File: src/rtl/bomb_pkg.sv
`default_nettype none
// ============================================================================
// Module   : bomb_pkg
// Purpose  : Shared definitions for the code entry / display stages:
//            verification state encoding, code derivation constants and the
//            code-expansion helpers. The password-display stage calls the
//            same functions, so the displayed and checked codes are identical.
// Ports    : none (package)
// Revision : 1.0 - initial release
// ============================================================================
package bomb_pkg;

    typedef enum logic [2:0] {
        IDLE    = 3'd0,
        ENTER   = 3'd1,
        CHECK   = 3'd2,
        SUCCESS = 3'd3,
        FAIL    = 3'd4
    } state_t;

    localparam int CODE_STEP  = 7;
    localparam int CODE_MOD   = 10;
    localparam int MAX_DIGITS = 8;

    // Digit idx of the code generated from a 5-bit seed.
    function automatic logic [3:0] code_digit(input logic [4:0] seed, input int idx);
        int v;
        v = (int'(seed) + CODE_STEP * idx) % CODE_MOD;
        return 4'(v);
    endfunction

    // Full code for the widest configuration, digit 0 in the LSBs.
    function automatic logic [4*MAX_DIGITS-1:0] expand_code(input logic [4:0] seed);
        logic [4*MAX_DIGITS-1:0] v;
        v = '0;
        for (int i = 0; i < MAX_DIGITS; i++) begin
            v[4*i +: 4] = code_digit(seed, i);
        end
        return v;
    endfunction

endpackage
`default_nettype wire

File: src/rtl/code_entry_buf.sv
`default_nettype none
// ============================================================================
// Module   : code_entry_buf
// Purpose  : Slot register holding the digits of the attempt being typed.
//            A load writes the digit at slot digit_count and advances the
//            count; clear empties the buffer and takes priority over load.
// Ports    : clk, Rst (sync, active-low)
//            clear        - empty the buffer
//            load         - store digit in the next free slot
//            digit        - BCD digit to store
//            entered      - all slots, slot 0 in the LSBs, empty slots 0
//            digit_count  - number of filled slots (0..DIGITS)
// Revision : 1.0 - initial release
// ============================================================================
module code_entry_buf #(
    parameter int DIGITS = 4
) (
    input  logic                clk,
    input  logic                Rst,
    input  logic                clear,
    input  logic                load,
    input  logic [3:0]          digit,
    output logic [4*DIGITS-1:0] entered,
    output logic [3:0]          digit_count
);

    logic [3:0] r_count;
    logic       w_store;

    // A full buffer never accepts another digit.
    assign w_store = load && !clear && (r_count < 4'(DIGITS));

    always_ff @(posedge clk) begin
        if (!Rst || clear) begin
            r_count <= 4'd0;
        end else if (w_store) begin
            r_count <= r_count + 4'd1;
        end
    end

    for (genvar i = 0; i < DIGITS; i++) begin : g_slot
        logic [3:0] r_digit;

        always_ff @(posedge clk) begin
            if (!Rst || clear) begin
                r_digit <= 4'd0;
            end else if (w_store && (r_count == 4'(i))) begin
                r_digit <= digit;
            end
        end

        assign entered[4*i +: 4] = r_digit;
    end

    assign digit_count = r_count;

endmodule
`default_nettype wire

File: src/rtl/code_verify.sv
`default_nettype none
// ============================================================================
// Module   : code_verify
// Purpose  : Password entry and verification. Latches the code derived from
//            code_seed when entry starts, collects keypad digits, checks each
//            full attempt and reports sticky fail/success to game control.
//            Optional wrong-attempt penalty pulse: CODE_VERIFY_PENALTY_EN.
// Ports    : clk, Rst (sync, active-low)
//            start_input - entry allowed (level)
//            code_seed   - 5-bit seed, sampled when entry starts
//            key_valid/key_digit - debounced key pulse and BCD digit
//            key_clear   - discard partial entry
//            timeout     - countdown expired
//            fail/success - sticky result flags
//            digit_count/tries_left/entered - progress for the display
//            penalty     - one-cycle pulse per non-final wrong attempt
// Revision : 1.0 - initial release
// ============================================================================
module code_verify
    import bomb_pkg::*;
#(
    parameter int DIGITS      = 4,
    parameter int MAX_TRIES   = 3,
    parameter int PENALTY_SEC = 2
) (
    input  logic                clk,
    input  logic                Rst,
    input  logic                start_input,
    input  logic [4:0]          code_seed,
    input  logic                key_valid,
    input  logic [3:0]          key_digit,
    input  logic                key_clear,
    input  logic                timeout,
    output logic                fail,
    output logic                success,
    output logic [3:0]          digit_count,
    output logic [2:0]          tries_left,
    output logic [4*DIGITS-1:0] entered,
    output logic                penalty
);

    if ((DIGITS < 1) || (DIGITS > MAX_DIGITS) || (MAX_TRIES < 1) || (MAX_TRIES > 7)
        || (PENALTY_SEC < 0)) begin : g_param_check
        $error("code_verify: parameter out of range");
    end

    state_t              r_state;
    state_t              w_next;
    logic [4*DIGITS-1:0] r_code;
    logic [4*DIGITS-1:0] w_code;
    logic [2:0]          r_tries;
    logic                w_buf_clear;
    logic                w_buf_load;
    logic                w_latch;
    logic                w_dec;
    logic                w_zero;

    for (genvar i = 0; i < DIGITS; i++) begin : g_code
        assign w_code[4*i +: 4] = code_digit(code_seed, i);
    end

    always_ff @(posedge clk) begin
        if (!Rst) begin
            r_state <= IDLE;
        end else begin
            r_state <= w_next;
        end
    end

    always_comb begin
        w_next      = r_state;
        w_buf_clear = 1'b0;
        w_buf_load  = 1'b0;
        w_latch     = 1'b0;
        w_dec       = 1'b0;
        w_zero      = 1'b0;
        case (r_state)
            IDLE: begin
                if (start_input) begin
                    w_next      = ENTER;
                    w_latch     = 1'b1;
                    w_buf_clear = 1'b1;
                end
            end
            ENTER: begin
                if (timeout) begin
                    w_next = FAIL;
                end else if (!start_input) begin
                    w_next      = IDLE;
                    w_buf_clear = 1'b1;
                end else begin
                    w_buf_clear = key_clear;
                    w_buf_load  = key_valid && (key_digit <= 4'd9);
                    // Move to CHECK on the same edge the last digit lands,
                    // so the CHECK cycle always sees a complete attempt.
                    if (w_buf_load && !key_clear && (digit_count == 4'(DIGITS - 1))) begin
                        w_next = CHECK;
                    end
                end
            end
            CHECK: begin
                if (timeout) begin
                    w_next = FAIL;
                end else if (!start_input) begin
                    w_next      = IDLE;
                    w_buf_clear = 1'b1;
                end else if (entered == r_code) begin
                    w_next = SUCCESS;
                end else if (r_tries > 3'd1) begin
                    w_next      = ENTER;
                    w_dec       = 1'b1;
                    w_buf_clear = 1'b1;
                end else begin
                    w_next = FAIL;
                    w_zero = 1'b1;
                end
            end
            SUCCESS: w_next = SUCCESS;
            FAIL:    w_next = FAIL;
            default: w_next = IDLE;
        endcase
    end

    always_ff @(posedge clk) begin
        if (!Rst) begin
            r_tries <= 3'(MAX_TRIES);
            r_code  <= '0;
        end else if (w_latch) begin
            r_tries <= 3'(MAX_TRIES);
            r_code  <= w_code;
        end else if (w_dec) begin
            r_tries <= r_tries - 3'd1;
        end else if (w_zero) begin
            r_tries <= 3'd0;
        end
    end

    code_entry_buf #(
        .DIGITS (DIGITS)
    ) u_entry (
        .clk         (clk),
        .Rst         (Rst),
        .clear       (w_buf_clear),
        .load        (w_buf_load),
        .digit       (key_digit),
        .entered     (entered),
        .digit_count (digit_count)
    );

`ifdef CODE_VERIFY_PENALTY_EN
    logic r_penalty;

    always_ff @(posedge clk) begin
        if (!Rst) begin
            r_penalty <= 1'b0;
        end else begin
            r_penalty <= w_dec;
        end
    end

    assign penalty = r_penalty;
`else
    assign penalty = 1'b0;
`endif

    assign success    = (r_state == SUCCESS);
    assign fail       = (r_state == FAIL);
    assign tries_left = r_tries;

endmodule
`default_nettype wire
File: config.mk
export PLATFORM = sky130hd
export DESIGN_NAME = code_verify
export DESIGN_NICKNAME = d
export VERILOG_FILES = /design/src/rtl/bomb_pkg.sv /design/src/rtl/code_entry_buf.sv /design/src/rtl/code_verify.sv
export SDC_FILE = /design/constraint.sdc
export NUM_CORES = 1
export LEC_CHECK = 0
export BUFFER_PORTS_ARGS = -buffer_cell sky130_fd_sc_hd__buf_2
export CORE_MARGIN = 2
export CORE_UTILIZATION = 64
export CTS_CLUSTER_SIZE = 24
export DETAILED_ROUTE_END_ITERATION = 8
export PLACE_DENSITY = 0.94
export SYNTH_ARGS = -nofsm -noshare
export SYNTH_HDL_FRONTEND = slang
export SYNTH_SLANG_ARGS = --single-unit
export TNS_END_PERCENT = 20
File: constraint.sdc
create_clock -name clk -period 7.35 [get_ports clk]
set_input_delay 1.47 -clock clk [delete_from_list [all_inputs] [get_ports clk]]
set_output_delay 1.47 -clock clk [all_outputs]
set_load 0.03 [all_outputs]
==> results of run 1 <==
-- layout make-up --
class                   count  share of cell area (%)
clock buffers               5                    1.77
multi-input cells         373                    67.0
clock inverters             3                   0.451
well taps                  72                    2.32
inverters                  20                    1.93
repair buffers             41                    5.41
flip-flops and latches     41                    21.1
-- worst max-delay path by stage --
stage | cells after the start | endpoint | slack [ns] | from
global route | 16 | r_code[5]$_SDFFE_PN0P_ | 1.78 | code_seed[2]
detailed placement | 16 | r_code[6]$_SDFFE_PN0P_ | 1.82 | code_seed[1]
global placement | 16 | r_code[6]$_SDFFE_PN0P_ | 1.99 | code_seed[1]
finish | 16 | r_code[6]$_SDFFE_PN0P_ | 2.04 | code_seed[2]
floorplan | 18 | r_code[6]$_SDFFE_PN0P_ | 2.23 | code_seed[2]
CTS | 16 | r_code[6]$_SDFFE_PN0P_ | 2.12 | code_seed[1]
-- per-stage QoR --
step	power (W)	utilization (%)	instance area [um^2]
global placement	0.000432	69.0	3800
global route	0.000621	70.5	3880
CTS	0.000586	70.5	3880
finish	0.000592	70.5	3880
floorplan	0.000399	-	3630
detailed placement	0.000441	69.0	3800
-- worst max-delay path: stages --
cell	delay, ns
buf_2	0.25
inv_1	0.24
ha_1	0.42
a21boi_2	0.44
xnor2_1	0.21
inv_1	0.12
ha_1	0.22
or3_1	0.41
ha_1	0.30
or3b_2	0.43
a211oi_1	0.23
o211ai_1	0.13
o211ai_1	0.19
nor3_1	0.13
o21ai_0	0.19
a31oi_1	0.11
-- state kept, by name (all words and copies together) (netlist names) --
name / cells
r_code: 15
tries_left: 3
r_state: 3
u_entry.g_slot.r_digit: 16
u_entry.digit_count: 4
-- per-layer routing --
layer	up-vias	track usage, %	part of all wire (%)	routed length (um)
met4	0	11.2	2.9	269
met1	1692	34.7	42	3810
li1	1722	-	-	-
met2	122	54.5	51	4680
met3	31	4.20	4.3	391
met5	-	0	0	0
-- synth_stat cells, drive strengths merged (8+ instances only) --
master | instances | share of area, %
nand4 | 12 | 2.1
a31oi | 10 | 1.7
buf | 15 | 2.2
nand2 | 26 | 2.7
dfxtp | 41 | 23
inv | 20 | 2.1
mux2i | 22 | 6.1
a211oi | 8 | 1.7
nand3 | 15 | 2.1
nor2b | 12 | 2.1
or3 | 9 | 1.7
nand2b | 12 | 2.1
o21ai | 28 | 3.9
clkbuf | 16 | 1.7
ha | 27 | 9.3
nor2 | 48 | 5.0
a21oi | 15 | 2.1
xnor2 | 22 | 5.3
-- power by group through the flow --
stage | Sequential (W) | Combinational (W) | Clock [W]
after floorplan | 0.000244 | 0.000155 | 0
after global placement | 0.000248 | 0.000184 | 0
after detailed placement | 0.000248 | 0.000193 | 0
after CTS | 0.000243 | 0.000196 | 0.000147
after global routing | 0.000245 | 0.000220 | 0.000156
final | 0.000244 | 0.000200 | 0.000148
-- cells by family after synthesis --
family / count (synthesis) / synth area share (%)
buffers and inverters: 51 / 5.93
DFF: 41 / 22.6
other: 1 / 0.103
muxes: 24 / 6.68
and+or+nand+nor: 178 / 26.0
xor gates and xnor gates: 25 / 6.03
AOI/OAI and AO/OA: 116 / 22.8
adders and majority gates: 29 / 9.89
-- cells in the final DEF (no fill, tap or decap), types with 10 or more instances in the layout --
master,synthesis,final
mux2i_1,22,22
inv_1,17,17
nand3_1,15,15
dfxtp_1,41,41
a31oi_1,10,10
o21ai_0,21,21
nand4_1,12,12
nand2_1,26,26
xnor2_1,22,22
nor2b_1,12,12
nand2b_1,12,12
a21oi_1,15,15
nor2_1,48,48
ha_1,27,27
buf_2,10,39
==> flow_summary_export.csv, run 1 <==
group,metric,value,unit
critical_path,cp_data_arrival_time,5.50,ns
sta,rsz0062_at_grt,"no",
routing,dr.pass1.iters,5,
routing,vias,3567,
worst_hold_path,holdPathEnd,"r_code[1]$_SDFFE_PN0P_",
power_and_ir_drop,power_switching,0.000215,W
power_and_ir_drop,internal_power,0.000377,W
grt,gr-total-overflow,0,
clock_tree,cts_hold_buf,0,
power_and_ir_drop,power_frac_comb,33.8,%
routing,drcViolationCount,0,
grt,grt.total_usage,29.7,%
finish,area_growth,6.96,%
placed_design,dp.cells,547,
clock_tree,cts_buffers,5,
power_and_ir_drop,vdd_drop_max,0.113,mV
sta,finClkSkew,0.00594,ns
run,drv_cap,0,
logic_synthesis,yosysSeqAreaShare,22.6,%
placed_design,gp_congestion,0.944,
clock_tree,cts_resized,0,
sta,min_period,5.31,ns
finish,final_cells,555,
die,num_rows,27,
clock_tree,clock_sinks,41,
sta,final.hold.worst_slack,0.481,ns
worst_hold_path,min_from,"r_code[1]$_SDFFE_PN0P_",
finish,seq_area,821,um^2
grt,antenna_found_initial,0,
critical_path,reg2regPathDepth,7,
routing,wl,9150,um
placed_design,dp.final_hpwl,6650,um
clock_tree,htreeDepth,2,
critical_path,critical_path_class,"in -> reg",
power_and_ir_drop,leakagePower,1.56,nW
die,start_util,65.9,%
finish,final_nets,524,
finish,multi_input_area,0.00260,mm^2
clock_tree,cts_setup_buffers,0,
critical_path,timing.rr.start,"r_code[8]$_SDFFE_PN0P_",
sta,setup_ws,2.04,ns
logic_synthesis,async_flop_share,0,%
logic_synthesis,synth_warnings,0,
die,die_h,79.3,um
logic_synthesis,syn_area_per_cell,7.81,um^2
die,io_pins,41,
worst_hold_path,hold_depth,2,
critical_path,required,7.53,ns
logic_synthesis,synth_edf_count,0,
power_and_ir_drop,powerDensity,152,mW/mm^2
logic_synthesis,syn_inst,465,
critical_path,setup.worst_path.start_class,"input port",
sta,setup-tns-final,0,ns
status,status,"finished clean",
sta,fmax,0.188,GHz
sta,slew_violations,0,
placed_design,post-place-ws,1.82,ns
critical_path,cp-end-kind,"flip-flop",
routing,wl_per_cell,16.5,um
logic_synthesis,syn-num-nets,507,
power_and_ir_drop,swShare,36.3,%
clock_tree,clk_pin_slew,0.08,ns
power_and_ir_drop,seq_power_share,41.2,%
grt,grt_max_degree,36,
sta,period_share,72.3,%
placed_design,io_buffers,39,
critical_path,r2r_end,"u_entry.g_slot[1].r_digit[3]$_SDFFE_PP0P_",
worst_hold_path,holdCritPathClass,"reg -> reg",
sta,relSlewSlack,49.1,%
clock_tree,clk_latency,0.30,ns
grt,grt_pass1_vias,3448,
grt,grt_pass1_wl,15200,um
sta,setup_viol,0,
die,dieArea,0.00629,mm^2
die,core-area,0.00551,mm^2
critical_path,reg2reg_slack,5.03,ns
finish,diodes,0,
clock_tree,tritoncts,"done",
logic_synthesis,ys.flop_type,"dfxtp_1",
logic_synthesis,synth_seq_cells,41,
critical_path,cp_max_fo,27,
sta,tightestPinTransition,0.758,ns
routing,drt_iter0_drc,226,
finish,nFillCells,403,
power_and_ir_drop,clock_power_share,25.0,%
finish,drive_gt1_share,12.8,%
die,fp.dieW,79.3,um
routing,ant_nets,0,
routing,via_per_inst,6.43,
clock_tree,clockBufferDepth,2,
logic_synthesis,syn_area,0.00363,mm^2
clock_tree,root_buffer,"clkbuf_8",
sta,finalHoldViolCount,0,
logic_synthesis,synth_cell_type_count,77,
Power figures use the tool's default switching activity.
==> run 2, diff against run 1 <==
- ABC_AREA: unset -> 1
- CORE_UTILIZATION: 64 -> 53
- PLACE_DENSITY: 0.94 -> 0.85
- clock period: 7.35 -> 4.25 ns (I/O delays scaled with it)
==> run 2 against run 1 <==
Compared with the run above: non-clock buffer count shrank 2; via count decreased by 6.1%; die area rose by 12%; routed wire length down 19%; total power grew 77%; clock skew shrank 0.0030 ns; largest cell class unchanged.
==> flow_summary_export.csv, run 2 <==
group,metric,value,unit
power_and_ir_drop,leakagePower,2.05,nW
finish,area_growth,10.3,%
clock_tree,tritoncts,"done",
sta,rsz0062_at_grt,"no",
clock_tree,htreeDepth,2,
logic_synthesis,async_flop_share,0,%
worst_hold_path,hold_depth,2,
logic_synthesis,syn_area_per_cell,6.27,um^2
routing,drt_iter0_drc,224,
logic_synthesis,syn_inst,542,
logic_synthesis,synth_top_area_share,24.2,%
logic_synthesis,synth_seq_cells,41,
clock_tree,cts_buffers,5,
finish,final_common_cell,"nand2_1",
routing,wl,7390,um
critical_path,timing.rr.start,"u_entry.g_slot[1].r_digit[2]$_SDFFE_PP0P_",
critical_path,setup.worst_path.start_class,"input port",
clock_tree,clockBufferDepth,2,
logic_synthesis,synthTopCellsByCount,"nand2_1, inv_1, nor2_1, dfxtp_1, nand3_1",
placed_design,gp_congestion,0.879,
grt,gr-total-overflow,0,
sta,fmax,0.280,GHz
routing,vias,3350,
sta,finClkSkew,0.00296,ns
critical_path,critPathBufInv,7,
run,drv_cap,0,
routing,ant_nets,0,
sta,setup_viol,0,
worst_hold_path,min_from,"r_code[12]$_SDFFE_PN0P_",
finish,largest-register,"u_entry.g_slot.r_digit",
grt,grt_max_degree,19,
critical_path,critPathMaxStageDelay,0.32,ns
finish,mostFrequentLayoutCells,"nand2_1, inv_1, nor2_1, dfxtp_1, buf_2",
die,core-area,0.00628,mm^2
sta,min_period,3.57,ns
clock_tree,cts_setup_buffers,0,
logic_synthesis,synth_warnings,0,
logic_synthesis,ys.flop_type,"dfxtp_1",
placed_design,io_buffers,39,
grt,antenna_found_initial,0,
routing,dr.pass1.iters,4,
worst_hold_path,holdPathEnd,"r_code[12]$_SDFFE_PN0P_",
clock_tree,clock_sinks,41,
clock_tree,root_buffer,"clkbuf_8",
die,num_rows,29,
die,fp.dieW,84.1,um
logic_synthesis,synth.area.top_cells,"dfxtp_1, nand2_1, ha_1, inv_1, nor2_1",
critical_path,required,4.44,ns
sta,period_share,84.0,%
sta,slew_violations,0,
critical_path,cp-end-kind,"flip-flop",
grt,grt_pass1_vias,3163,
power_and_ir_drop,powerDensity,280,mW/mm^2
critical_path,path_common_cell,"nand2_1",
die,die_h,84.1,um
sta,final.hold.worst_slack,0.460,ns
logic_synthesis,syn_area,0.00340,mm^2
die,io_pins,41,
finish,drive_gt1_share,15.1,%
critical_path,critPathTopFamily,"simple AND/OR/NAND/NOR gates",
grt,grt.total_usage,21.8,%
clock_tree,clk_latency,0.29,ns
clock_tree,cts_resized,0,
routing,drcViolationCount,0,
finish,largest_reg_flops,16,
clock_tree,cts_hold_buf,0,
placed_design,dp.final_hpwl,5860,um
power_and_ir_drop,vdd_drop_max,0.174,mV
critical_path,reg2reg_slack,1.97,ns
finish,final_nets,626,
critical_path,cp_data_arrival_time,3.76,ns
sta,setup-tns-final,0,ns
sta,finalHoldViolCount,0,
critical_path,r2r_end,"u_entry.digit_count[2]$_SDFFE_PP0P_",
sta,tightestPinTransition,0.701,ns
logic_synthesis,yosysSeqAreaShare,24.2,%
logic_synthesis,yosysMostFrequentCell,"nand2_1",
logic_synthesis,yosys.area.top_type,"dfxtp_1",
finish,diodes,0,
critical_path,crit_chain,"buf_2 > inv_1 > ha_1 > xnor2_2 > inv_2 > ha_1 > inv_1 > o21ai_1 > ha_1 > inv_1 > nand2_1 > nand2_1 > nand2_1 > nor2_1 > nand3_1 > nand2_1 > nand2_1 > inv_1 > ha_1 > inv_1 > nand2_1 > nand2_1 > nand3_1 > nand2_1",
logic_synthesis,synth_cell_type_count,39,
die,dieArea,0.00707,mm^2
critical_path,critical_path_class,"in -> reg",
routing,via_per_inst,5.07,
clock_tree,clk_pin_slew,0.07,ns
sta,relSlewSlack,53.2,%
status,status,"finished clean",
logic_synthesis,syn-num-nets,584,
critical_path,reg2regPathDepth,12,
critical_path,cp_max_fo,12,
die,start_util,54.1,%
routing,wl_per_cell,11.2,um
grt,grt_pass1_wl,13200,um
worst_hold_path,holdCritPathClass,"reg -> reg",
logic_synthesis,synth_edf_count,0,
critical_path,critPathSlowestCell,"ha_1",
==> run 2: changes by cell type after synthesis, sizes merged, moves of 15 or more <==
cell	change
inv	+66
nand3	+25
nor2	+23
mux2i	-22
clkbuf	-15
nand2	+148
==> run 2: final cells by class <==
class	count	area (um^2)
fill	580	2530
tap	77	96.3
inverter	87	329
clock buffer	7	86.3
multi-input combinational	410	2220
timing repair buffer	39	195
sequential	41	821
==> run 2: worst max path at each step <==
| stage | from | endpoint | slack, ns | cells past startpoint |
|---|---|---|---|---|
| after floorplan | code_seed[1] | r_code[10]$_SDFFE_PN0P_ | 0.93 | 20 |
| after global placement | code_seed[1] | r_code[10]$_SDFFE_PN0P_ | 0.55 | 21 |
| after detailed placement | code_seed[1] | r_code[10]$_SDFFE_PN0P_ | 0.38 | 22 |
| after CTS | code_seed[1] | r_code[10]$_SDFFE_PN0P_ | 0.67 | 22 |
| after global routing | code_seed[1] | r_code[11]$_SDFFE_PN0P_ | 0.27 | 24 |
| final | code_seed[1] | r_code[11]$_SDFFE_PN0P_ | 0.68 | 24 |
==> run 2: cells by family (layout without fill, tap and decap cells) <==
| group | after synthesis | in the layout | share of synthesized area, % |
|---|---|---|---|
| flops | 41 | 41 | 24.2 |
| fa+ha+maj | 27 | 27 | 9.94 |
| other cells | 1 | 1 | 0.110 |
| buf+inv | 91 | 133 | 10.5 |
| xor+xnor | 23 | 23 | 6.70 |
| compound gates | 53 | 53 | 9.72 |
| simple gates | 306 | 306 | 38.9 |
==> run 2: tightest hold or removal path, delay by kind of cell (launching register included) <==
family / cells / cell delay, ns
compound gates: 1 / 0.05
buf+inv: 1 / 0.05
flops: 1 / 0.32
==> run 2: power by group <==
part / switching, W / leakage (nW) / total, W / internal, W
combinational: 0.000241 / 1.68 / 0.000370 / 0.000129
clock: 0.000129 / 0.0443 / 0.000258 / 0.000129
sequential: 0.0000169 / 0.333 / 0.000423 / 0.000406
total: 0.000387 / 2.05 / 0.00105 / 0.000663
==> run 2: layer usage <==
metal / GRT usage (%) / up-vias / share of wire [%] / wire, um
li1: - / 1780 / - / -
met1: 28.1 / 1500 / 48 / 3540
met2: 38.8 / 64 / 48 / 3540
met3: 3.46 / 6 / 3.4 / 253
met4: 3.81 / 0 / 0.79 / 58
met5: 0 / - / 0 / 0
==> run 2: per-stage QoR <==
stage	cell area (um^2)	total power [W]	worst slack [ns]	util [%]	instances
global route	3750	0.00113	0.266	59.7	661
detailed placement	3660	0.000795	0.382	58.4	654
floorplan	3400	0.000720	0.930	-	542
CTS	3750	0.00105	0.671	59.7	661
finish	3750	0.00105	0.681	59.7	661
global placement	3660	0.000783	0.553	58.4	654
==> run 3, diff against run 2 <==
- ABC_AREA: 1 -> 0
- CORE_UTILIZATION: 53 -> 54
- clock period: 4.25 -> 2.87 ns (I/O delays scaled with it)
==> run 3 against run 2 <==
Compared with the run above: routed wire length grew 36%; final cell count shrank 2.6%; total power grew 65%; hold slack gained 0.014 ns; non-clock buffer count grew 86; the flow now finishes with violations (negative setup slack); utilization grew 14 points; via count grew 16%.
==> flow_summary_export.csv, run 3 (synthesis gave the netlist of run 1 again) <==
group,metric,value,unit
finish,mostFrequentLayoutCells,"buf_4, nor2_1, dfxtp_1, buf_2, nand2_1",
placed_design,dp.final_hpwl,7390,um
placed_design,post-place-ws,-0.931,ns
power_and_ir_drop,vdd_drop_max,0.267,mV
clock_tree,clockBufferDepth,2,
sta,slew_violations,0,
routing,via_per_inst,6.02,
finish,final_cells,644,
placed_design,dp.cells,624,
die,start_util,56.5,%
grt,grt_max_degree,35,
clock_tree,cts_buffers,5,
sta,min_period,3.24,ns
grt,gr-total-overflow,0,
routing,ant_nets,0,
grt,grt_pass1_vias,3697,
grt,grt.total_usage,27.5,%
die,dieArea,0.00740,mm^2
critical_path,required,3.10,ns
finish,final_common_cell,"buf_4",
power_and_ir_drop,leakagePower,2.00,nW
sta,final.hold.worst_slack,0.475,ns
routing,drt_iter0_drc,253,
routing,wl,10000,um
clock_tree,clk_latency,0.30,ns
die,die_h,86,um
critical_path,setup.worst_path.start_class,"input port",
routing,wl_per_cell,15.6,um
finish,largest_reg_flops,16,
critical_path,cp-end-kind,"flip-flop",
clock_tree,cts_hold_buf,0,
status,status,"complete, but fails checks",
sta,setup_viol,8,
routing,drcViolationCount,0,
clock_tree,tritoncts,"done",
die,io_pins,41,
finish,post-route-util,73.9,%
clock_tree,clock_sinks,41,
die,num_rows,29,
power_and_ir_drop,powerDensity,364,mW/mm^2
clock_tree,htreeDepth,2,
finish,diodes,0,
placed_design,io_buffers,39,
routing,dr.pass1.iters,5,
finish,largest-register,"u_entry.g_slot.r_digit",
sta,tightestPinTransition,0.713,ns
clock_tree,clk_pin_slew,0.09,ns
critical_path,critical_path_class,"in -> reg",
run,drv_cap,0,
finish,final_nets,608,
sta,fmax,0.309,GHz
status,violations,"negative setup slack",
critical_path,cp_max_fo,4,
die,fp.dieW,86,um
finish,drive_gt1_share,31.2,%
sta,rsz0062_at_grt,"yes",
power_and_ir_drop,total_power,0.00173,W
sta,finalHoldViolCount,0,
sta,period_share,113,%
sta,finClkSkew,0.0112,ns
sta,relSlewSlack,52.3,%
finish,area_growth,30.7,%
sta,setup_ws,-0.369,ns
worst_hold_path,holdCritPathClass,"reg -> reg",
grt,grt_pass1_wl,16800,um
placed_design,gp_congestion,0.943,
die,core-area,0.00642,mm^2
grt,antenna_found_initial,0,
routing,vias,3874,
clock_tree,root_buffer,"clkbuf_8",
critical_path,cp_data_arrival_time,3.46,ns
-- run 3: cell count changes in the layout (fill, tap and decap cells not counted), sizes merged, moves of 10 or more --
| cell | previous run | this run |
|---|---|---|
| nand2b | 0 | 12 |
| mux2i | 0 | 22 |
| nand3 | 40 | 15 |
| xnor2 | 12 | 22 |
| inv | 86 | 21 |
| buf | 39 | 125 |
| nand2 | 174 | 26 |
| nor2 | 71 | 48 |
| nor2b | 0 | 12 |
-- run 3: worst max-delay path, stage by stage --
cell,delay [ns]
buf_4,0.14
inv_6,0.07
ha_4,0.14
a21boi_4,0.21
xnor2_2,0.13
inv_1,0.09
ha_2,0.19
or3_4,0.35
ha_4,0.27
nand2b_1,0.19
nor4_2,0.07
a221oi_2,0.32
nand2_1,0.17
buf_4,0.17
a211o_1,0.22
a31oi_1,0.16
-- run 3: path summary, 6_finish.rpt --
| kind | startpoint | end | slack [ns] | cells past startpoint |
|---|---|---|---|---|
| setup / recovery | code_seed[1] | r_code[6]$_SDFFE_PN0P_ | -0.37 | 16 |
| hold / removal | u_entry.digit_count[3]$_SDFFE_PP0P_ | u_entry.digit_count[3]$_SDFFE_PP0P_ | 0.47 | 2 |
| setup reg to reg | u_entry.g_slot[0].r_digit[0]$_SDFFE_PP0P_ | u_entry.digit_count[2]$_SDFFE_PP0P_ | 0.49 | 7 |
| hold reg to reg | u_entry.digit_count[3]$_SDFFE_PP0P_ | u_entry.digit_count[3]$_SDFFE_PP0P_ | 0.47 | 2 |
-- run 3: through the flow --
step,cell area [um^2],setup TNS (ns)
after CTS,4690,-2.08
after global routing,4740,-3.48
after floorplan,3710,-4.63
final,4740,-2.09
after global placement,4400,-4.89
after detailed placement,4400,-5.69
-- run 3: report_power, final --
group / total, W / switching (W) / leakage, nW / internal [W]
combinational: 0.000712 / 0.000368 / 1.62 / 0.000344
sequential: 0.000625 / 0.0000284 / 0.333 / 0.000597
clock: 0.000391 / 0.000216 / 0.0447 / 0.000175
-- run 3: area by class of cell --
class	count	area, um^2
inverters	20	87.6
well taps	77	96.3
clock inverters	3	25.0
clock buffers	5	68.8
flip-flops and latches	41	821
repair buffers	125	857
fillers	457	1680
multi-input cells	373	2790
-- run 3: per-layer routing --
metal  global-route usage (%)  vias up  part of all wire (%)
met5                        0        -                     0
met4                     6.64        0                   1.3
met1                     34.0     1847                    43
li1                         -     1896                     -
met2                     49.9      113                    51
met3                     3.85       18                   4.5
-- run 3: what timing repair did --
item | CTS | global route
gates resized for setup | 26 | 10
endpoints found under the setup margin | 9 | 9
pin swaps | 23 | 9
setup buffers | 10 | 2
